[src/rtl/regfile_operand_stage_pkg.sv]
// Shared definitions for the LEGv8 operand issue stage: widths, the
// hard-wired zero register and the ALU function-select encodings.
package regfile_operand_stage_pkg;

    localparam int DATA_W   = 64;
    localparam int NREGS    = 32;
    localparam int IDX_W    = 5;
    localparam int ZERO_REG = 31;
    localparam int IMM_W    = 12;
    localparam int FS_W     = 5;

    localparam logic [IDX_W-1:0] ZERO_IDX = IDX_W'(ZERO_REG);

    // ALU operation lives in FS[4:2]; FS[1] inverts A, FS[0] inverts B.
    typedef enum logic [2:0] {
        FS_AND = 3'b000,
        FS_OR  = 3'b001,
        FS_ADD = 3'b010,
        FS_XOR = 3'b011,
        FS_LSL = 3'b100,
        FS_LSR = 3'b101
    } fs_op_e;

    localparam int FS_INV_A_BIT = 1;
    localparam int FS_INV_B_BIT = 0;

    // Immediates are always zero-extended; shift amounts are taken from
    // B[5:0] by the ALU itself, so no clamping happens here.
    function automatic logic [DATA_W-1:0] zext_imm(input logic [IMM_W-1:0] imm);
        return {{(DATA_W-IMM_W){1'b0}}, imm};
    endfunction

endpackage

[src/rtl/regfile_operand_stage_regfile.sv]
// 32x64 register file with X31 hard-wired to zero, two combinational read
// ports and a write-through bypass so a same-cycle write-back is visible.
module regfile_32x64
    import regfile_operand_stage_pkg::*;
(
    input  logic              clock,
    input  logic              reset_n,
    input  logic [IDX_W-1:0]  rd_addr_a,
    input  logic [IDX_W-1:0]  rd_addr_b,
    output logic [DATA_W-1:0] rd_data_a,
    output logic [DATA_W-1:0] rd_data_b,
    input  logic              wr_en,
    input  logic [IDX_W-1:0]  wr_addr,
    input  logic [DATA_W-1:0] wr_data
);

    logic [DATA_W-1:0] mem [NREGS];

    // Storage array; writes aimed at the zero register are discarded.
    always_ff @(posedge clock or negedge reset_n) begin
        if (!reset_n) begin
            for (int i = 0; i < NREGS; i++) begin
                mem[i] <= '0;
            end
        end else if (wr_en && (wr_addr != ZERO_IDX)) begin
            mem[wr_addr] <= wr_data;
        end
    end

    // Read port A: zero register, then bypass from the write port, then array.
    always_comb begin
        rd_data_a = mem[rd_addr_a];
        if (rd_addr_a == ZERO_IDX) begin
            rd_data_a = '0;
        end else if (wr_en && (wr_addr == rd_addr_a)) begin
            rd_data_a = wr_data;
        end
    end

    // Read port B: same priority as port A.
    always_comb begin
        rd_data_b = mem[rd_addr_b];
        if (rd_addr_b == ZERO_IDX) begin
            rd_data_b = '0;
        end else if (wr_en && (wr_addr == rd_addr_b)) begin
            rd_data_b = wr_data;
        end
    end

endmodule

[src/rtl/regfile_operand_stage.sv]
// Issue stage in front of the LEGv8 ALU: reads operands, stalls on RAW
// hazards via a busy scoreboard, and presents registered operands through
// a valid/ready handshake. Also holds the architectural NZCV flags.
module regfile_operand_stage
    import regfile_operand_stage_pkg::*;
(
    input  logic              clock,
    input  logic              reset_n,
    input  logic              in_valid,
    output logic              in_ready,
    input  logic [IDX_W-1:0]  in_rn,
    input  logic [IDX_W-1:0]  in_rm,
    input  logic              in_use_imm,
    input  logic [IMM_W-1:0]  in_imm,
    input  logic [FS_W-1:0]   in_fs,
    input  logic              in_c0,
    input  logic [IDX_W-1:0]  in_rd,
    input  logic              in_wr_en,
    input  logic              in_set_flags,
    output logic              out_valid,
    input  logic              out_ready,
    output logic [DATA_W-1:0] out_a,
    output logic [DATA_W-1:0] out_b,
    output logic [FS_W-1:0]   out_fs,
    output logic              out_c0,
    output logic [IDX_W-1:0]  out_rd,
    output logic              out_wr_en,
    output logic              out_set_flags,
    input  logic              wb_en,
    input  logic [IDX_W-1:0]  wb_addr,
    input  logic [DATA_W-1:0] wb_data,
    input  logic              wb_flags_en,
    input  logic [3:0]        wb_flags,
    output logic [3:0]        flags
);

    logic [DATA_W-1:0] rn_data;
    logic [DATA_W-1:0] rm_data;
    logic [DATA_W-1:0] b_sel;
    logic [NREGS-1:0]  busy;
    logic [NREGS-1:0]  busy_next;
    logic              bypass_rn;
    logic              bypass_rm;
    logic              hazard_rn;
    logic              hazard_rm;
    logic              hazard;
    logic              accept;

    regfile_32x64 u_regfile (
        .clock     (clock),
        .reset_n   (reset_n),
        .rd_addr_a (in_rn),
        .rd_addr_b (in_rm),
        .rd_data_a (rn_data),
        .rd_data_b (rm_data),
        .wr_en     (wb_en),
        .wr_addr   (wb_addr),
        .wr_data   (wb_data)
    );

    // A busy source is fine if its value arrives on the write-back port this cycle.
    always_comb begin
        bypass_rn = wb_en && (wb_addr == in_rn) && (in_rn != ZERO_IDX);
        bypass_rm = wb_en && (wb_addr == in_rm) && (in_rm != ZERO_IDX);
        hazard_rn = busy[in_rn] && !bypass_rn;
        hazard_rm = !in_use_imm && busy[in_rm] && !bypass_rm;
        hazard    = hazard_rn || hazard_rm;
        in_ready  = !hazard && (!out_valid || out_ready);
        accept    = in_valid && in_ready;
        b_sel     = in_use_imm ? zext_imm(in_imm) : rm_data;
    end

    // Scoreboard update: clear on write-back first so a same-index set wins.
    always_comb begin
        busy_next = busy;
        if (wb_en) begin
            busy_next[wb_addr] = 1'b0;
        end
        if (accept && in_wr_en && (in_rd != ZERO_IDX)) begin
            busy_next[in_rd] = 1'b1;
        end
    end

    // Scoreboard register.
    always_ff @(posedge clock or negedge reset_n) begin
        if (!reset_n) begin
            busy <= '0;
        end else begin
            busy <= busy_next;
        end
    end

    // Output stage: load on accept, hold under backpressure, drop valid once consumed.
    always_ff @(posedge clock or negedge reset_n) begin
        if (!reset_n) begin
            out_valid     <= 1'b0;
            out_a         <= '0;
            out_b         <= '0;
            out_fs        <= '0;
            out_c0        <= 1'b0;
            out_rd        <= '0;
            out_wr_en     <= 1'b0;
            out_set_flags <= 1'b0;
        end else if (accept) begin
            out_valid     <= 1'b1;
            out_a         <= rn_data;
            out_b         <= b_sel;
            out_fs        <= in_fs;
            out_c0        <= in_c0;
            out_rd        <= in_rd;
            out_wr_en     <= in_wr_en;
            out_set_flags <= in_set_flags;
        end else if (out_ready) begin
            out_valid     <= 1'b0;
        end
    end

    // Architectural NZCV, loaded from the ALU status on write-back.
    always_ff @(posedge clock or negedge reset_n) begin
        if (!reset_n) begin
            flags <= 4'b0000;
        end else if (wb_flags_en) begin
            flags <= wb_flags;
        end
    end

endmodule
[config.mk]
export PLATFORM = sky130hd
export DESIGN_NAME = regfile_operand_stage
export DESIGN_NICKNAME = d
export VERILOG_FILES = /design/src/rtl/regfile_operand_stage_pkg.sv /design/src/rtl/regfile_operand_stage_regfile.sv /design/src/rtl/regfile_operand_stage.sv
export SDC_FILE = /design/constraint.sdc
export NUM_CORES = 2
export LEC_CHECK = 0
export CAP_MARGIN = 10
export CELL_PAD_IN_SITES_DETAIL_PLACEMENT = 0
export CELL_PAD_IN_SITES_GLOBAL_PLACEMENT = 1
export CORE_MARGIN = 2
export CORE_UTILIZATION = 51
export DETAILED_ROUTE_END_ITERATION = 6
export GPL_TIMING_DRIVEN = 0
export HOLD_SLACK_MARGIN = 0.03
export PLACE_DENSITY = 0.81
export REMOVE_ABC_BUFFERS = 1
export SYNTH_ARGS = -nofsm -noshare
export SYNTH_HDL_FRONTEND = slang
export SYNTH_SLANG_ARGS = --single-unit
[constraint.sdc]
create_clock -name clock -period 5.63 [get_ports clock]
set_input_delay 1.126 -clock clock [delete_from_list [all_inputs] [get_ports clock]]
set_output_delay 1.126 -clock clock [all_outputs]
set_load 0.02 [all_outputs]
# [After elaboration in Yosys (flattened, before gate mapping)]
# Cells that the tools add are included.
[totals] reg_bits=2226 memories=0 inputBits=115 output_inout_bits=147 wordCells=115 latch_bits=0 mem_bits_rw=0 romBits=0
[classes] div_mod_pow=0 muxes=26 magnitude_cmp=10 n_eq_ne=8 reduce_logical=23 multipliers=0 shifts=0 n_bitwise=6 addsub=0
[ops] cell="$bwmux W2048" count=1
[ops] cell="$bmux W64 S5" count=2
[ops] cell="$mux W64" count=10
[ops] cell="$demux W64 S5" count=1
[ops] cell="$mux W32" count=2
[ops] cell="$and A32 B32 Y32" count=1
[ops] cell="$not A32 Y32" count=1
[ops] cell="$or A32 B32 Y32" count=1
[ops] cell="$lt A5 B6 Y1 const B" count=4
[ops] cell="$ne A5 B5 Y1 const B" count=4
[ops] cell="$ge A6 B6 Y1 const B" count=3
[ops] cell="$not A5 Y6" count=3
[ops] cell="$logic_and A1 B1 Y1" count=15
[ops] cell="$bmux W1 S5" count=2
[ops] cell="$demux W1 S5" count=2
[ops] cell="$eq A5 B5 Y1" count=2
[ops] cell="$eq A5 B5 Y1 const B" count=2
[ops] cell="$ge A5 B1 Y1 const B" count=2
[ops] cell="$lt A6 B1 Y1 const B" count=1
[ops] cell="$mux W1" count=6
[ops] cell="$logic_not A1 Y1" count=5
[ops] cell="$logic_or A1 B1 Y1" count=2
[ops] cell="$reduce_bool A2 Y1" count=1

# [Logic depth before layout (Yosys ltp)]
[logic_depth] depth_word=12 ltp_mapped=11 ltp_nobuf=6

# [By module]
# Synthesis repeated with hierarchy kept, for this count alone.
[unflattened] cells_unflattened=8252 area_unflattened_um2=118306.0
[by_module_without_submodules] mod="regfile_32x64" n_inst=1 cells_per_inst=7710 area_each_um2=110609.8
[by_module_without_submodules] mod="regfile_operand_stage" n_inst=1 cells_per_inst=542 area_each_um2=7696.1

# [Least setup slack after synthesis]
# Ideal clock, no wire load.
[synth_timing] path_kind="input-to-output" startpoint="input port in_rn[0]" endpoint="output port in_ready" path_slack_ps=1362 arrival_time_ps=3142 path_stages=8 path_cell_list="buf_2 -> buf_2 -> nand4_1 -> o2111a_1 -> nor4_1 -> a21o_1 -> buf_1 -> inv_1"
[synth_via] elab_chain_cells=8 elab_cells_between_ends=11 cone_classes="eq/ne (2); mux (2); reduce/logical (7)"
[synth_rtl] element="start: declaration" line="regfile_operand_stage.sv:11" rtl="input logic [IDX_W-1:0] in_rn,"
[synth_rtl] element="branches (longest 4 deep; another with $bmux W1 S5)"
[synth_rtl] element="$logic_and A1 B1 Y1 (*)" line="regfile_operand_stage.sv:65" rtl="hazard_rn = busy[in_rn] && !bypass_rn;"
[synth_rtl] element="$logic_or A1 B1 Y1 (*)" line="regfile_operand_stage.sv:67" rtl="hazard = hazard_rn || hazard_rm;"
[synth_rtl] element="$logic_not A1 Y1 (*)" line="regfile_operand_stage.sv:68" rtl="in_ready = !hazard && (!out_valid || out_ready);"
[synth_rtl] element="$logic_and A1 B1 Y1 (*)" line="regfile_operand_stage.sv:68"
[synth_rtl] element="end: declaration" line="regfile_operand_stage.sv:10" rtl="output logic in_ready,"
# Every way passes the cells marked *. The select of a mux whose other input is x is not followed.

# [Worst setup path after layout]
[layout_timing] startpoint="input port in_rm[3]" endpoint="output port in_ready"
[layout_via] elab_chain_cells=8 elab_cells_between_ends=12 cone_classes="eq/ne (2); mux (2); reduce/logical (8)"
[layout_rtl] element="start: declaration" line="regfile_operand_stage.sv:12" rtl="input logic [IDX_W-1:0] in_rm,"
[layout_rtl] element="branches (longest 4 deep; another with $bmux W1 S5)"
[layout_rtl] element="$logic_and A1 B1 Y1 (*)" line="regfile_operand_stage.sv:66" rtl="hazard_rm = !in_use_imm && busy[in_rm] && !bypass_rm;"
[layout_rtl] element="$logic_or A1 B1 Y1 (*)" line="regfile_operand_stage.sv:67"
[layout_rtl] element="$logic_not A1 Y1 (*)" line="regfile_operand_stage.sv:68"
[layout_rtl] element="$logic_and A1 B1 Y1 (*)" line="regfile_operand_stage.sv:68"
# Marks and branches as above.

==> results.toml <==
[timing]
fin_skew_ns = 0.0250
grt_setup_unrepaired = "no"
hold_viol = 0
min_period_ns = 5.62
setup_ws_ns = 0.00778
post-route-period-util_pct = 99.9
tightest_slew_ns = 1.25
setup_viol = 0
max_freq_mhz = 178
slew_headroom_pct = 16.4
slew_viol_final = 0

[route]
drtAntennaViolNets = 0
route.detailed.drc = 0
wl_met1_microns = 141000
vias = 73863
drt_first_pass_iters = 6
met3_length_microns = 29100
via_per_inst = 7.01
drt_wl_total_microns = 359000
route.met2.wl_microns = 171000
highest_layer = "met5"
wire_per_inst_microns = 34.0
drt_iter0_drc = 7893

[synthesis]
ys_ff_latch = 2226
synth_area_sq_um = 115000
syn_area_per_cell_sq_um = 15.4
ys.flop_type = "dfrtp_1"
syn-instance-count = 7492
seq_area_frac_synth_pct = 48.3
synth_edf_count = 0
yosys_warnings = 0
synth_cell_types = 59
async_flop_share_pct = 100

[power]
p_leak_nw = 56.8
irDropWorstVdd_v = 0.000368
power_density_nw_per_um2 = 364
p_total_mw = 48.2

[critical_path]
critical_path_class = "in2out"
worstPathMaxFanout = 45
required_ns = 4.50
crit_path_end_kind = "output pin"
cp-start-kind = "input pin"
arrival_ns = 4.50

[finish]
nFillCells = 16714
fin_area_sq_um = 132000
final_cell_mix = "dfrtp_1, mux2_2, mux4_2, mux2i_1, clkdlybuf4s50_1"
drive_gt1_share_pct = 49.8
layout_commonest_cell = "dfrtp_1"
final_nets = 7466
fin_cells = 10542
syn_to_final_growth_pct = 14.5
post-route-util_pct = 58.8

[clock_network]
cts.sinks = 2226
ctsHtreeMaxLevel = 4
cts_root_buf = "clkbuf_16"
clk_pin_slew_ns = 0.06
numCtsBuffers = 236
cts_hold_buf = 0
clk_latency_ns = 0.89
tritoncts = "yes"
cts_buffer_depth = 3

[global_routing]
grt_max_degree = 193
overflow = 0
antenna_found_initial = 12
grt_usage_pct = 31.0
grt_pass1_wl_microns = 528000
grt_pass1_vias = 77182

[die]
num_io_pins = 262
dieArea_sq_um = 230000
die_h_microns = 480
die_width_microns = 480
start_util_pct = 51.3
core_area_sq_um = 225000
fp-row-count = 174

[placed_design]
placed_area_sq_um = 123000
io_buffer_count = 261
place_inst = 10083
hpwlAfterDp_microns = 213000
place.gp.congestion = 0.794
dp_worst_setup_slack_ns = -1.99

[run_status]
outcome = "finished clean"

[job]
maxCapViolCount = 0

[hold_path]
hp-class = "in2async"
[final cells by class]
| cell class | count | area (sq um) | area share [%] |
|---|---|---|---|
| inverters | 11 | 46.3 | 0.0350 |
| clock buffers | 343 | 7010 | 5.31 |
| flip-flops and latches | 2226 | 55700 | 42.2 |
| well taps | 2992 | 3740 | 2.83 |
| repair buffers | 507 | 8070 | 6.11 |
| diodes | 7 | 17.5 | 0.0133 |
| clock inverters | 87 | 1150 | 0.872 |
| multi-input cells | 4369 | 56400 | 42.7 |
[state kept, by name, indices dropped and copies added (netlist names)]
signal         flops
busy              32
flags              4
u_regfile.mem   2048
out_rd             5
out_a             64
out_valid          1
out_wr_en          1
out_b             64
out_c0             1
out_set_flags      1
out_fs             5
[per-layer routing]
layer | up-vias | global-route usage, %
met5 | - | 0
met4 | 4 | 13.9
met3 | 945 | 5.90
met2 | 3743 | 49.0
met1 | 40099 | 42.1
li1 | 29072 | -
[where the power goes]
| group | total (mW) | switching [mW] | internal (mW) |
|---|---|---|---|
| registers | 21.5 | 2.33 | 19.1 |
| logic | 10.2 | 4.06 | 6.19 |
| clock network | 16.4 | 6.71 | 9.72 |
| total | 48.2 | 13.1 | 35.1 |
[stage by stage]
stage               hold WS (ns)  TNS [ns]
finish                     0.151         0
detailed placement         0.382    -91.40
global route               0.168         0
global placement           0.375         -
floorplan                  0.364   -613.43
CTS                        0.122         0
[cell usage after synthesis, drive strengths merged, types with 67 or more instances]
library cell | number | share of area, %
a21oi | 159 | 0.69
a221o | 69 | 0.60
a22o | 126 | 0.96
a22oi | 67 | 0.44
buf | 176 | 0.81
clkbuf | 712 | 2.3
dfrtp | 2226 | 48
mux2 | 2129 | 21
mux2i | 275 | 2.4
mux4 | 1002 | 20
nand2 | 70 | 0.23
nor3 | 67 | 0.29
o21ai | 70 | 0.30
o221ai | 104 | 0.79
[critical path, cell delays in order]
cell	delay, ns
buf_6	0.33
buf_16	0.39
inv_1	0.69
a2111oi_2	0.60
a21oi_1	0.19
a21o_4	0.34
inv_1	0.08
clkdlybuf4s50_1	0.60
[kinds of logic (layout without fill, tap and decap cells)]
logic type	after synthesis	after routing	synth area share [%]
flops	2226	2226	48.3
buf+inv	899	948	3.16
other cells	0	7	0
simple gates	222	223	0.926
xor+xnor	10	10	0.0759
compound gates	729	730	4.76
mux	3406	3406	42.8
[final timing paths]
path | start | end | slack, ns | depth (start not counted)
worst min register to register | u_regfile.mem[54] | u_regfile.mem[54] | 0.39 | 0
max in group asynchronous | reset_n | u_regfile.mem[92] | 2.08 | 5
min in group clock | u_regfile.mem[54] | u_regfile.mem[54] | 0.39 | 0
worst max register to register | busy[6] | out_b[14] | 1.86 | 10
worst min-delay path | reset_n | out_a[18] | 0.15 | 1
worst max-delay path | in_rm[3] | in_ready | 0.008 | 8
[timing repair]
| action | 4_1_cts | 5_1_grt |
|---|---|---|
| setup buffers | 3 | 1 |
| endpoints found under the setup margin | 1 | 1 |
| gates resized for setup | 9 | 2 |
| pin swaps | 2 | 0 |
| cloned | 11 | 2 |
No activity file was read; power rests on OpenSTA's default activity.
